## src/rtl/reg_pipeline_ctrl_if.sv

```systemverilog
// ---------------------------------------------------------------------------
// reg_pipeline_ctrl_if
//   Bundle of the control/payload signals of the multi-stage pipeline
//   register (reg_pipeline_ctrl). Clock and reset stay plain module ports.
//
//   Parameters
//     TAM          payload width in bits
//     PROFUNDIDADE number of register stages (width of the flush mask)
//
//   Signals
//     parada        global stall (driven by master)
//     limpar        per-stage flush mask, bit k = stage k (driven by master)
//     valido_in     payload at 'in' is a real instruction (driven by master)
//     in            payload into stage 0 (driven by master)
//     out           payload of the last stage (driven by slave)
//     valido_out    valid bit of the last stage (driven by slave)
//     ocupacao      number of valid stages (driven by slave)
//     cont_paradas  stall-cycle counter (driven by slave)
//     cont_limpez   flush-event counter (driven by slave)
//
//   Modports
//     master  upstream controller / testbench side
//     slave   pipeline register side
// ---------------------------------------------------------------------------
interface reg_pipeline_ctrl_if #(
  parameter int TAM          = 32,
  parameter int PROFUNDIDADE = 1
);

  localparam int OCC_W = $clog2(PROFUNDIDADE + 1);

  logic                    parada;
  logic [PROFUNDIDADE-1:0] limpar;
  logic                    valido_in;
  logic [TAM-1:0]          in;
  logic [TAM-1:0]          out;
  logic                    valido_out;
  logic [OCC_W-1:0]        ocupacao;
  logic [31:0]             cont_paradas;
  logic [31:0]             cont_limpez;

  modport master (
    output parada,
    output limpar,
    output valido_in,
    output in,
    input  out,
    input  valido_out,
    input  ocupacao,
    input  cont_paradas,
    input  cont_limpez
  );

  modport slave (
    input  parada,
    input  limpar,
    input  valido_in,
    input  in,
    output out,
    output valido_out,
    output ocupacao,
    output cont_paradas,
    output cont_limpez
  );

endinterface

```

## src/rtl/reg_pipeline_ctrl.sv

```systemverilog
// ---------------------------------------------------------------------------
// reg_pipeline_ctrl
//   Parametrised multi-stage pipeline register for the MIPS32 datapath.
//   Carries a TAM-bit payload plus a valid bit through PROFUNDIDADE stages,
//   with a global stall (parada), a per-stage flush mask (limpar) and an
//   occupancy count (ocupacao). One instance replaces the single-stage
//   IF/ID, ID/EX, EX/MEM and MEM/WB registers and can also cover
//   multi-cycle stages.
//
//   Parameters
//     TAM          payload width in bits (1..256)
//     PROFUNDIDADE number of register stages (1..8)
//     VALOR_LIMPO  payload value loaded on reset and on flush
//
//   Ports
//     clock   system clock, all state updates on the rising edge
//     reset   asynchronous, active-high reset
//     bus     reg_pipeline_ctrl_if.slave:
//               parada, limpar, valido_in, in      (inputs)
//               out, valido_out, ocupacao,
//               cont_paradas, cont_limpez          (outputs)
//
//   Optional feature
//     REG_PIPELINE_CONTADORES_EN  when defined, cont_paradas counts edges
//     with parada=1 and cont_limpez counts edges with any limpar bit set;
//     both saturate at 32'hFFFFFFFF. When undefined, no counter flops
//     exist and both outputs are tied to zero.
// ---------------------------------------------------------------------------
module reg_pipeline_ctrl #(
  parameter int             TAM          = 32,
  parameter int             PROFUNDIDADE = 1,
  parameter logic [TAM-1:0] VALOR_LIMPO  = '0
) (
  input logic               clock,
  input logic               reset,
  reg_pipeline_ctrl_if.slave bus
);

  localparam int OCC_W = $clog2(PROFUNDIDADE + 1);

  // -------------------------------------------------------------------------
  // Helper functions
  // -------------------------------------------------------------------------

  // Number of set bits in the valid vector.
  function automatic logic [OCC_W-1:0] popcount(input logic [PROFUNDIDADE-1:0] v);
    int n;
    n = 0;
    for (int k = 0; k < PROFUNDIDADE; k++) begin
      if (v[k]) begin
        n = n + 1;
      end
    end
    return OCC_W'(n);
  endfunction

  // Increment that sticks at all-ones instead of wrapping.
  function automatic logic [31:0] sat_inc(input logic [31:0] c);
    if (c == 32'hFFFF_FFFF) begin
      return c;
    end
    return c + 32'd1;
  endfunction

  // -------------------------------------------------------------------------
  // Stage state
  // -------------------------------------------------------------------------
  logic [TAM-1:0]          data_p   [PROFUNDIDADE];
  logic [PROFUNDIDADE-1:0] vld_p;
  logic [OCC_W-1:0]        occ_p;

  // Upstream source of every stage: stage 0 is fed from the port, stage k
  // from the pre-edge content of stage k-1, so a flush of stage k-1 in the
  // same cycle never leaks into stage k.
  logic [TAM-1:0]          src_data [PROFUNDIDADE];
  logic [PROFUNDIDADE-1:0] src_vld;

  logic [TAM-1:0]          data_nxt [PROFUNDIDADE];
  logic [PROFUNDIDADE-1:0] vld_nxt;

  always_comb begin
    src_data[0] = bus.in;
    src_vld[0]  = bus.valido_in;
    for (int k = 1; k < PROFUNDIDADE; k++) begin
      src_data[k] = data_p[k-1];
      src_vld[k]  = vld_p[k-1];
    end
  end

  // Per-stage priority: flush, then stall (hold), then advance.
  always_comb begin
    data_nxt = data_p;
    vld_nxt  = vld_p;
    for (int k = 0; k < PROFUNDIDADE; k++) begin
      if (bus.limpar[k]) begin
        data_nxt[k] = VALOR_LIMPO;
        vld_nxt[k]  = 1'b0;
      end else if (!bus.parada) begin
        data_nxt[k] = src_data[k];
        vld_nxt[k]  = src_vld[k];
      end
    end
  end

  // ---- stage boundary: all PROFUNDIDADE register stages ----
  // Occupancy is registered from the next-state valid vector so the output
  // comes straight from flops and matches the valid bits after every edge.
  always_ff @(posedge clock or posedge reset) begin
    if (reset) begin
      for (int k = 0; k < PROFUNDIDADE; k++) begin
        data_p[k] <= VALOR_LIMPO;
      end
      vld_p <= '0;
      occ_p <= '0;
    end else begin
      for (int k = 0; k < PROFUNDIDADE; k++) begin
        data_p[k] <= data_nxt[k];
      end
      vld_p <= vld_nxt;
      occ_p <= popcount(vld_nxt);
    end
  end

  assign bus.out        = data_p[PROFUNDIDADE-1];
  assign bus.valido_out = vld_p[PROFUNDIDADE-1];
  assign bus.ocupacao   = occ_p;

  // -------------------------------------------------------------------------
  // Event counters
  // -------------------------------------------------------------------------
`ifdef REG_PIPELINE_CONTADORES_EN
  logic [31:0] cnt_stall_p;
  logic [31:0] cnt_flush_p;

  // A flush counts once per edge, whatever the number of bits set.
  always_ff @(posedge clock or posedge reset) begin
    if (reset) begin
      cnt_stall_p <= '0;
      cnt_flush_p <= '0;
    end else begin
      if (bus.parada) begin
        cnt_stall_p <= sat_inc(cnt_stall_p);
      end
      if (|bus.limpar) begin
        cnt_flush_p <= sat_inc(cnt_flush_p);
      end
    end
  end

  assign bus.cont_paradas = cnt_stall_p;
  assign bus.cont_limpez  = cnt_flush_p;
`else
  assign bus.cont_paradas = 32'd0;
  assign bus.cont_limpez  = 32'd0;
`endif

endmodule

```

## src/flat_wrapper.sv

```systemverilog
// flat-port wrapper written by rule: the top's interface ports become plain ports
module reg_pipeline_ctrl_flat 
#(
  parameter int             TAM          = 32,
  parameter int             PROFUNDIDADE = 1,
  parameter logic [TAM-1:0] VALOR_LIMPO  = '0
)
  (clock, reset, bus_parada, bus_limpar, bus_valido_in, bus_in, bus_out, bus_valido_out, bus_ocupacao, bus_cont_paradas, bus_cont_limpez);
  reg_pipeline_ctrl_if #(.TAM(TAM), .PROFUNDIDADE(PROFUNDIDADE)) bus_i ();
  input logic clock;
  input logic reset;
  input wire logic [$bits(bus_i.parada)-1:0] bus_parada;
  input wire logic [$bits(bus_i.limpar)-1:0] bus_limpar;
  input wire logic [$bits(bus_i.valido_in)-1:0] bus_valido_in;
  input wire logic [$bits(bus_i.in)-1:0] bus_in;
  output wire logic [$bits(bus_i.out)-1:0] bus_out;
  output wire logic [$bits(bus_i.valido_out)-1:0] bus_valido_out;
  output wire logic [$bits(bus_i.ocupacao)-1:0] bus_ocupacao;
  output wire logic [$bits(bus_i.cont_paradas)-1:0] bus_cont_paradas;
  output wire logic [$bits(bus_i.cont_limpez)-1:0] bus_cont_limpez;
  assign bus_i.parada = bus_parada;
  assign bus_i.limpar = bus_limpar;
  assign bus_i.valido_in = bus_valido_in;
  assign bus_i.in = bus_in;
  assign bus_out = bus_i.out;
  assign bus_valido_out = bus_i.valido_out;
  assign bus_ocupacao = bus_i.ocupacao;
  assign bus_cont_paradas = bus_i.cont_paradas;
  assign bus_cont_limpez = bus_i.cont_limpez;
  reg_pipeline_ctrl #(.TAM(TAM), .PROFUNDIDADE(PROFUNDIDADE), .VALOR_LIMPO(VALOR_LIMPO)) u_core (.clock(clock), .reset(reset), .bus(bus_i));
endmodule
```

## config.mk

```make
export PLATFORM = sky130hd
export DESIGN_NAME = reg_pipeline_ctrl_flat
export DESIGN_NICKNAME = d
export VERILOG_FILES = /design/src/rtl/reg_pipeline_ctrl_if.sv /design/src/rtl/reg_pipeline_ctrl.sv /design/src/flat_wrapper.sv
export SDC_FILE = /design/constraint.sdc
export NUM_CORES = 1
export LEC_CHECK = 0
export CELL_PAD_IN_SITES_DETAIL_PLACEMENT = 1
export CELL_PAD_IN_SITES_GLOBAL_PLACEMENT = 1
export CORE_MARGIN = 4
export CORE_UTILIZATION = 22
export DETAILED_ROUTE_END_ITERATION = 12
export GPL_TIMING_DRIVEN = 0
export PLACE_DENSITY_LB_ADDON = 0.1
export SYNTH_ARGS = -nofsm -noshare
export SYNTH_HDL_FRONTEND = slang
export SYNTH_SLANG_ARGS = --single-unit
```

## constraint.sdc

```tcl
create_clock -name clock -period 0.91 [get_ports clock]
set_clock_uncertainty 0.05 [all_clocks]
set_input_delay 0.091 -clock clock [delete_from_list [all_inputs] [get_ports clock]]
set_output_delay 0.091 -clock clock [all_outputs]
set_load 0.01 [all_outputs]
```

# == Word level (Yosys, flattened, before mapping) ==
# Index checks and enable logic that the tools add are counted.
# classes
eq_ne,1
n_mux,5
# op_table
op,n
two-way mux 32 bit,2
two-way mux 1 bit,3
inequality test 2 x 1 -> 1 bit (second input constant),1
# totals
ff_bits,34
input_bits,37
output_inout_bits,98
word_cells,9

# == Logic depth before layout (Yosys ltp) ==
# logic_depth
word_depth,3
mapped_depth,4
mapped_depth_nobuf,2

# == Worst setup path after synthesis ==
# OpenSTA, ideal clock, no wires.
# synth_timing
kind,flip-flop to flip-flop
start,reg u_core.bus.ocupacao (netlist name)
end,"reg u_core.occ_p, in the netlist u_core.bus.ocupacao"
setup_ns,0.132
t_arrival_ns,0.576
required_time_ns,0.728
setup_slack_ns,0.152
path_stages_with_launch,3
n_path_buf,0
synth_period_minus_slack_ns,0.758
path_cell_list,dfrtp_1 -> mux2i_1 -> nor2_1
# synth_lines
item,line,rtl
end signal: assignment,reg_pipeline_ctrl.sv:120,occ_p <= popcount(vld_nxt);
end: declaration,reg_pipeline_ctrl.sv:70,logic [OCC_W-1:0] occ_p;

==> impl_metrics.yaml <==
run_status:
  outcome: "finished, violations left"
  violations: "negative setup slack"
global_route:
  pin_count_of_the_biggest_net_entering_global_routing: 34
  grt_remaining_overflow: 0
  grt_first_pass_wirelength_mm: 7.44
  grt_antenna_before_repair: 0
  track_usage: 0.0951
  first_global_vias: 1493
cts:
  clock_tree.root_cell: "sky130_fd_sc_hd__clkbuf_8"
  cts_hold_buf: 0
  cts_inserted_buffers: 5
  clock_latency_of_the_later_clocked_register_in_the_worst_skew_pair_ns: 0.27
  tritoncts: "yes"
  clk_pin_slew_ns: 0.07
  cts-htree-levels: 2
  clock_tree.buffer_depth: 2
  numClockSinks: 33
sta:
  final.setup.worst_slack_ns: -0.128
  achievable-frequency_mhz: 964
  hold_violations: 0
  timing_max_transition_violations_final: 0
  finalSetupTns_ns: -1.12
  finalWorstPathRequiredPeriod_ns: 1.04
  grt_setup_unrepaired: "true"
  layout_worst_path_cycle_share: 1.14
  worst_pin_slew_ns: 0.606
  slew_headroom: 0.595
  finalSetupViolCount: 34
cells_and_area:
  areaGrowthSynthToFinish_pct: 61.0
  layout_commonest_cell: "sky130_fd_sc_hd__buf_4"
  drive_gt1_frac: 0.378
  fillCellCount: 993
  finalInstanceArea_um2: 3000
  layout.nets: 359
  n_antenna_cell: 0
  leading_cell_types_in_the_layout_fill_and_taps_excluded: "72 x sky130_fd_sc_hd__buf_4, 64 x sky130_fd_sc_hd__conb_1, 34 x sky130_fd_sc_hd__clkdlybuf4s50_1"
critical_path:
  cell_by_cell_listing_of_the_critical_path: "buf_6 > buf_6"
  worst-setup-path-type: "flip-flop to output pin"
  crit_required_ns: 0.77
  arrival_time_of_data_at_the_critical_path_endpoint_ns: 0.90
  critical-path-slowest-cell: "sky130_fd_sc_hd__dfrtp_1"
  crit_path_max_incr_delay_ns: 0.40
  critPathLaunchType: "flip-flop"
  critical_path_peak_fanout: 3
  cp-end-kind: "output pin"
  crit_path_frequent_cell: "sky130_fd_sc_hd__buf_6"
floorplanning:
  start_util: 0.227
  floorplan.die.width_um: 100
  io_pins: 135
  core_area_um2: 8220
  die_height_um: 100
  die_area_um2: 10000
  rows: 33
power:
  total_leakage_power_nw: 1.72
  cellPowerDensity_nw_per_um2: 1210
  worst_ir_drop_vdd_mv: 0.441
  power.total_w: 0.00363
detailed_routing:
  drc_errors: 0
  vias_per_cell: 3.43
  first_pass_iters: 4
  drt-initial-drc-count: 10
  routed_wire_length_per_instance_um: 11.5
  antenna_violating_nets_post_route: 0
  postRouteWirelength_mm: 4.91
  num_vias: 1466
worst_hold_path:
  hp-class: "primary input to flip-flop"
synth:
  postSynthRegisterBits: 33
  yosys-mux-area-fraction: 0.177
  synth-adder-area-share: 0
  synth_compound_area_frac: 0
  synth_top_family_by_area: "buffers and inverters"
  synth_simple_gate_area_frac: 0.0665
  post_synth_inst_count: 174
  ys_types: 10
  portion_of_the_post_synthesis_area_used_by_sequential_elements: 0.443
  synth_xor_xnor_area_share: 0
  syn_area_per_cell_um2: 10.7
  ys.warnings.count: 0
  synth_area_um2: 1860
place:
  routabilityCongestion: 0.662
  detailedPlacementHpwl_mm: 3.71
  placedInstanceArea_um2: 2910
  portBuffers: 68
  post-place-ws_ns: -0.249
run:
  max-cap-violations: 0
## synthesized netlist by cell type, drive strengths merged
cell type  instances  area (µm²)
mux2i             33         330
buf               69         559
inv                1        3.75
dfrtp             33         826
conb               1        3.75
clkbuf             4        16.3
nor2              33         124
## sequential cells by signal, indices dropped and copies added, names as in the netlist
signal / cells
u_core.bus.ocupacao: 1
u_core.bus.out: 32
## metrics by stage
step	util	hold WS, ns	cells
6_report	0.365	0.0148	428
5_1_grt	0.365	0.0227	428
4_1_cts	0.355	0.0182	424
3_5_place_dp	0.354	0.330	410
3_3_place_gp	0.354	0.322	410
2_1_floorplan	-	0.170	237
## worst max-delay path, delay by kind of cell, from the launching register on
family,cells,cell delay (ns)
DFF,1,0.40
buffers and inverters,2,0.23
## timing repair
action	CTS	global route
endpoints found under the setup margin	34	70
setup buffers	6	4
resized for setup	144	10
pin swaps	0	1
## where the power goes
group | switching [W] | total [W] | internal [W]
Clock | 0.000532 | 0.00106 | 0.000530
Combinational | 0.000416 | 0.000970 | 0.000554
Sequential | 0.0000496 | 0.00160 | 0.00155
Total | 0.000998 | 0.00363 | 0.00263
## final timing paths
check,startpoint,endpoint,slack [ns],depth (start not counted)
min in group asynchronous,reset,u_core.bus.out[5],0.13,2
worst max-delay path,u_core.bus.ocupacao,bus_valido_out,-0.13,2
max in group asynchronous,reset,u_core.bus.ocupacao,0.30,2
worst min-delay path,bus_limpar,u_core.bus.out[7],0.01,2
worst max register to register,u_core.bus.out[31],u_core.bus.out[31],0.02,3
worst min register to register,u_core.bus.out[23],u_core.bus.out[23],0.47,2
## cells by family after synthesis
group / after synthesis
other: 1
flip-flops: 33
buffers and inverters: 74
AND/OR/NAND/NOR: 33
multiplexers: 33
## layer usage
layer	GRT usage	routed length, µm
met1	0.112	1910
met4	0.0373	47
met2	0.158	2480
met3	0.0347	471
met5	0	0
## cell type report
cell class / count / area [µm²] / area share
multi-input cells: 130 / 694 / 0.232
inverters: 1 / 5.00 / 0.00167
flip-flops and latches: 33 / 826 / 0.275
plain buffers: 73 / 579 / 0.193
well taps: 105 / 131 / 0.0438
repair buffers: 78 / 681 / 0.227
clock buffers: 6 / 72.6 / 0.0242
clock inverters: 2 / 10.0 / 0.00334
No activity file was read; power rests on OpenSTA's default activity.
